## src/rtl/nes_gamepad_reader_pkg.sv

```systemverilog
// nes_gamepad_reader_pkg: FSM state encodings and button bit positions shared with the pad emulator and game core
package nes_gamepad_reader_pkg;
  localparam logic [2:0] ST_IDLE     = 3'd0;
  localparam logic [2:0] ST_LATCH    = 3'd1;
  localparam logic [2:0] ST_SETTLE   = 3'd2;
  localparam logic [2:0] ST_PULSE_HI = 3'd3;
  localparam logic [2:0] ST_PULSE_LO = 3'd4;
  localparam logic [2:0] ST_DONE     = 3'd5;
  localparam int BTN_A      = 0;
  localparam int BTN_B      = 1;
  localparam int BTN_SELECT = 2;
  localparam int BTN_START  = 3;
  localparam int BTN_UP     = 4;
  localparam int BTN_DOWN   = 5;
  localparam int BTN_LEFT   = 6;
  localparam int BTN_RIGHT  = 7;
endpackage

```

## src/rtl/nes_gamepad_reader_sync.sv

```systemverilog
// nes_gamepad_reader_sync: generic 2-flop synchroniser
//   clk_i, rst_i (async, active-high), d_i asynchronous input, q_o synchronised output.
//   RST_VAL is the value both flops take in reset (1 = serial line idle-high).
module nes_gamepad_reader_sync #(
  parameter logic RST_VAL = 1'b1
) (
  input  logic clk_i,
  input  logic rst_i,
  input  logic d_i,
  output logic q_o
);
  logic [1:0] ff_q;
  always_ff @(posedge clk_i or posedge rst_i)
    if (rst_i) ff_q <= {2{RST_VAL}};
    else ff_q <= {ff_q[0], d_i};
  assign q_o = ff_q[1];
endmodule

```

## src/rtl/nes_gamepad_reader.sv

```systemverilog
// nes_gamepad_reader: host-side NES pad reader; latches the pad, clocks out 8 bits, presents active-high buttons
//   clk_i clock, reset_i async active-high reset, poll_en_i continuous polling enable,
//   data_in_i serial pad data (active-low, async), latch_o / pulse_o pad strobes,
//   buttons_o [0]A [1]B [2]Select [3]Start [4]Up [5]Down [6]Left [7]Right (1 = pressed),
//   valid_o one-cycle strobe asserted in the cycle buttons_o takes a new frame.
module nes_gamepad_reader
  import nes_gamepad_reader_pkg::*;
#(
  parameter int LATCH_CYCLES = 600,
  parameter int HALF_CYCLES  = 300,
  parameter int POLL_CYCLES  = 833333
) (
  input  logic       clk_i,
  input  logic       reset_i,
  input  logic       poll_en_i,
  input  logic       data_in_i,
  output logic       latch_o,
  output logic       pulse_o,
  output logic [7:0] buttons_o,
  output logic       valid_o
);
  localparam int M1   = LATCH_CYCLES > HALF_CYCLES ? LATCH_CYCLES : HALF_CYCLES;
  localparam int MAXC = M1 > POLL_CYCLES ? M1 : POLL_CYCLES;
  localparam int CW   = $clog2(MAXC + 1);
  localparam logic [CW-1:0] LATCH_END = CW'(LATCH_CYCLES - 1);
  localparam logic [CW-1:0] HALF_END  = CW'(HALF_CYCLES - 1);
  localparam logic [CW-1:0] POLL_END  = CW'(POLL_CYCLES - 1);
  logic [2:0] state_q, state_d;
  logic [CW-1:0] cnt_q, cnt_d;
  logic [2:0] bit_q, bit_d;
  logic [7:0] sr_q, sr_d;
  logic [7:0] buttons_q;
  logic latch_q, pulse_q, valid_q;
  logic data_s, sample;
  nes_gamepad_reader_sync #(.RST_VAL(1'b1)) u_sync (
    .clk_i (clk_i),
    .rst_i (reset_i),
    .d_i   (data_in_i),
    .q_o   (data_s)
  );
  // Pad drives 0 for pressed.
  assign sample = ~data_s;
  always_comb begin
    state_d = state_q;
    cnt_d   = cnt_q + 1'b1;
    bit_d   = bit_q;
    sr_d    = sr_q;
    case (state_q)
      ST_IDLE: begin
        cnt_d = (!poll_en_i || cnt_q == POLL_END) ? '0 : cnt_q + 1'b1;
        if (poll_en_i && cnt_q == POLL_END) state_d = ST_LATCH;
      end
      ST_LATCH:
        if (cnt_q == LATCH_END) begin
          state_d = ST_SETTLE;
          cnt_d   = '0;
        end
      ST_SETTLE:
        if (cnt_q == HALF_END) begin
          state_d = ST_PULSE_HI;
          cnt_d   = '0;
          sr_d[0] = sample;
          bit_d   = 3'd1;
        end
      ST_PULSE_HI:
        if (cnt_q == HALF_END) begin
          state_d = ST_PULSE_LO;
          cnt_d   = '0;
        end
      ST_PULSE_LO:
        if (cnt_q == HALF_END) begin
          cnt_d       = '0;
          sr_d[bit_q] = sample;
          state_d     = bit_q == 3'd7 ? ST_DONE : ST_PULSE_HI;
          bit_d       = bit_q == 3'd7 ? bit_q : bit_q + 3'd1;
        end
      ST_DONE: begin
        state_d = ST_IDLE;
        cnt_d   = '0;
      end
      default: begin
        state_d = ST_IDLE;
        cnt_d   = '0;
      end
    endcase
  end
  // Strobes are registered from the next state so they line up exactly with the state they belong to.
  always_ff @(posedge clk_i or posedge reset_i)
    if (reset_i) begin
      state_q   <= ST_IDLE;
      cnt_q     <= '0;
      bit_q     <= '0;
      sr_q      <= '0;
      buttons_q <= '0;
      latch_q   <= 1'b0;
      pulse_q   <= 1'b0;
      valid_q   <= 1'b0;
    end else begin
      state_q   <= state_d;
      cnt_q     <= cnt_d;
      bit_q     <= bit_d;
      sr_q      <= sr_d;
      latch_q   <= state_d == ST_LATCH;
      pulse_q   <= state_d == ST_PULSE_HI;
      valid_q   <= state_d == ST_DONE;
      if (state_d == ST_DONE) buttons_q <= sr_d;
    end
  assign latch_o   = latch_q;
  assign pulse_o   = pulse_q;
  assign buttons_o = buttons_q;
  assign valid_o   = valid_q;
endmodule

```

## config.mk

```make
export PLATFORM = sky130hd
export DESIGN_NAME = nes_gamepad_reader
export DESIGN_NICKNAME = d
export VERILOG_FILES = /design/src/rtl/nes_gamepad_reader_pkg.sv /design/src/rtl/nes_gamepad_reader_sync.sv /design/src/rtl/nes_gamepad_reader.sv
export SDC_FILE = /design/constraint.sdc
export NUM_CORES = 1
export LEC_CHECK = 0
export BUFFER_PORTS_ARGS = -buffer_cell sky130_fd_sc_hd__buf_4
export CELL_PAD_IN_SITES_DETAIL_PLACEMENT = 0
export CELL_PAD_IN_SITES_GLOBAL_PLACEMENT = 1
export CORE_UTILIZATION = 49
export CTS_BUF_LIST = sky130_fd_sc_hd__clkbuf_8
export CTS_CLUSTER_DIAMETER = 200
export DETAILED_ROUTE_END_ITERATION = 8
export HOLD_SLACK_MARGIN = 0.02
export PLACE_DENSITY = 0.92
export SYNTH_ARGS = -nofsm -noshare
export SYNTH_HDL_FRONTEND = slang
export SYNTH_HIERARCHICAL = 1
export SYNTH_SLANG_ARGS = --single-unit
```

## constraint.sdc

```tcl
create_clock -name clk_i -period 3.15 [get_ports clk_i]
set_input_delay 0.315 -clock clk_i [delete_from_list [all_inputs] [get_ports clk_i]]
set_output_delay 0.315 -clock clk_i [all_outputs]
set_load 0.01 [all_outputs]
```

==> results.tsv <==
metric	value	unit
maxSlewViolCount	0	
port_buffers	14	
hpwl	3.14	mm
post-cts-setup-buffers	0	
cts_made_buffers	5	
whs	32.6	ps
ff2ff_setup_slack	610	ps
worstSetupEndpoint	cnt_q[12]$_DFF_PP0_	
worst_slack	607	ps
path_class	reg -> reg	
synth_area_leaders	dfrtp_1 47%, nor2_1 4.5%, xor2_1 4.4%, mux2_2 3.7%, nand2_1 3.0%	
syn_nets	246	
hold_buffers	0	
grt_pass1_wl	7.65	mm
synth_cell_types	47	
pin_count	15	
h-tree-depth	2	
cts-root-buf	clkbuf_8	
die_area	0.00522	sq mm
pre_cts_ws	657	ps
start_util	0.512	
drc	0	
fp.dieW	72.2	um
r2r_start	cnt_q[14]$_DFF_PP0_	
end_kind	flip-flop	
fin_nets	265	
reg2reg_depth	6	
crit-reg2reg-capture	cnt_q[12]$_DFF_PP0_	
ys_ff_latch	47	
num_rows	25	
rsz0062_at_grt	no	
max_slew_margin	0.446	
synth_flop_cell	dfrtp_1	
max_cap_viol_count	0	
vdd_drop_max	0.000391	V
wl_per_cell	13.7	um
cp_max_fo	20	
syn_to_final_growth	10.9	%
clock-sinks	47	
grt_max_degree	27	
n_antenna_cell	0	
powerDensity	521	mW/mm^2
netlist.area_leader.share	0.466	
wl	4.44	mm
synth-edff-count	0	
min_period_over_period	0.807	
fmax	0.393	GHz
critPathArrivalTime	2720	ps
drt_pass1_iterations	4	
worst_pin_slew	824	ps
hold_violations	0	
die_y	72.2	um
finalSetupViolCount	0	
p_leak	1.16	nW
min_path_type	in -> async	
ys_seq_area_frac	0.488	
layout-drive-gt1-share	0.187	
syn_inst	237	
antenna_found_initial	0	
place.gp.congestion	0.820	
coreArea	0.00472	sq mm
tritoncts	yes	
cts.clk_slew.worst_paths	90	ps
synth_area	0.00242	sq mm
via_per_inst	5.43	
async_reset_ff_frac	1.00	
ant_nets	0	
synth_most_common_cell	dfrtp_1	
finalClockSkew	10.8	ps
drt_iter0_drc	123	
critical_path_required	3330	ps
clk_latency	300	ps
grt.total_usage	0.190	
syn-mean-instance-area	10.2	sq um
synth_common_cells	45 x dfrtp_1, 29 x nor2_1, 19 x nand2_1	
yosys_warnings	6	
vias	1759	
yosysTopAreaCell	dfrtp_1	
fin_tns_setup	0	ps
period_needed	2540	ps
grt_pass1_vias	1663	
cp-start-kind	flip-flop	
cts_resized	0	
critical_path.startpoint	cnt_q[14]$_DFF_PP0_	
clock_path_buffers	2	
outcome	complete, no violations	
overflow	0	
cells by family after synthesis:
kind of cell | count (synthesis) | share of synthesized area
adders and majority gates | 5 | 0.0259
DFF | 47 | 0.488
muxes | 11 | 0.0497
AOI/OAI and AO/OA | 28 | 0.0803
and+or+nand+nor | 114 | 0.263
buffers and inverters | 14 | 0.0280
xor gates and xnor gates | 18 | 0.0653
critical path, stage by stage, from the launching register on:
cell	delay [ps]
dfrtp_1	430
or3_1	440
nor4_1	750
a21boi_0	240
a221oi_2	220
buf_4	270
nor2_1	80
area by class of cell:
class                   instances  area (sq um)
clock buffers                   5          68.8
clock inverters                 3          16.3
fillers                       428          2040
inverters                       9          33.8
multi-input cells             176          1170
flip-flops and latches         47          1180
well taps                      67          83.8
repair buffers                 17           128
routing by layer:
layer / vias up / wire (um) / track usage / share of wire
li1: 883 / - / - / -
met1: 846 / 2210 / 0.267 / 0.50
met2: 24 / 2050 / 0.292 / 0.46
met3: 6 / 132 / 0.0444 / 0.030
met4: 0 / 53 / 0.0610 / 0.012
met5: - / 0 / 0 / 0
flip-flops by register name, summed over array words and instances, names as in the netlist:
register and cells:
sr_q 8, latch_o 1, u_sync/ff_q 2, cnt_q 20, state_q 3, valid_o 1
buttons_o 8, pulse_o 1, bit_q 3
stage by stage:
stage	cell area [sq um]	instances	utilization	total power [mW]
6_report	2680	324	0.567	1.40
5_1_grt	2680	324	0.567	1.48
4_1_cts	2680	324	0.567	1.41
3_5_place_dp	2590	316	0.549	1.06
3_3_place_gp	2590	316	0.549	1.05
2_1_floorplan	2420	237	-	0.998
cell usage in the layout (no fill, tap or decap), types with 3 or more instances in the layout:
| master | n |
|---|---|
| nand2_1 | 19 |
| o21ai_0 | 12 |
| clkbuf_8 | 5 |
| mux2i_1 | 3 |
| dfrtp_1 | 45 |
| buf_4 | 17 |
| nand2b_1 | 4 |
| nor4_1 | 6 |
| nor3_1 | 7 |
| nor2b_1 | 3 |
| xor2_1 | 12 |
| nor2_1 | 29 |
| nand3_1 | 14 |
| o31ai_1 | 4 |
| xnor2_1 | 6 |
| nand4_1 | 11 |
| inv_1 | 9 |
| ha_1 | 5 |
| mux2_2 | 8 |
where the power goes:
part | total (mW) | switching (mW) | leakage [nW] | internal, mW
sequential | 0.807 | 0.125 | 0.593 | 0.682
combinational | 0.239 | 0.131 | 0.526 | 0.108
clock | 0.351 | 0.199 | 0.0453 | 0.152
total | 1.40 | 0.456 | 1.16 | 0.941
worst min-delay path by stage:
| stage | startpoint | to | cells past startpoint |
|---|---|---|---|
| finish | reset_i | buttons_o[0]$_DFFE_PP0N_ | 2 |
| global route | reset_i | u_sync/ff_q[0]$_DFF_PP1_ | 2 |
| CTS | reset_i | u_sync/ff_q[0]$_DFF_PP1_ | 2 |
| detailed placement | u_sync/ff_q[0]$_DFF_PP1_ | u_sync/ff_q[1]$_DFF_PP1_ | 0 |
| global placement | u_sync/ff_q[0]$_DFF_PP1_ | u_sync/ff_q[1]$_DFF_PP1_ | 0 |
| floorplan | reset_i | u_sync/ff_q[0]$_DFF_PP1_ | 1 |
Note: power is estimated with default switching activity, not from simulation.
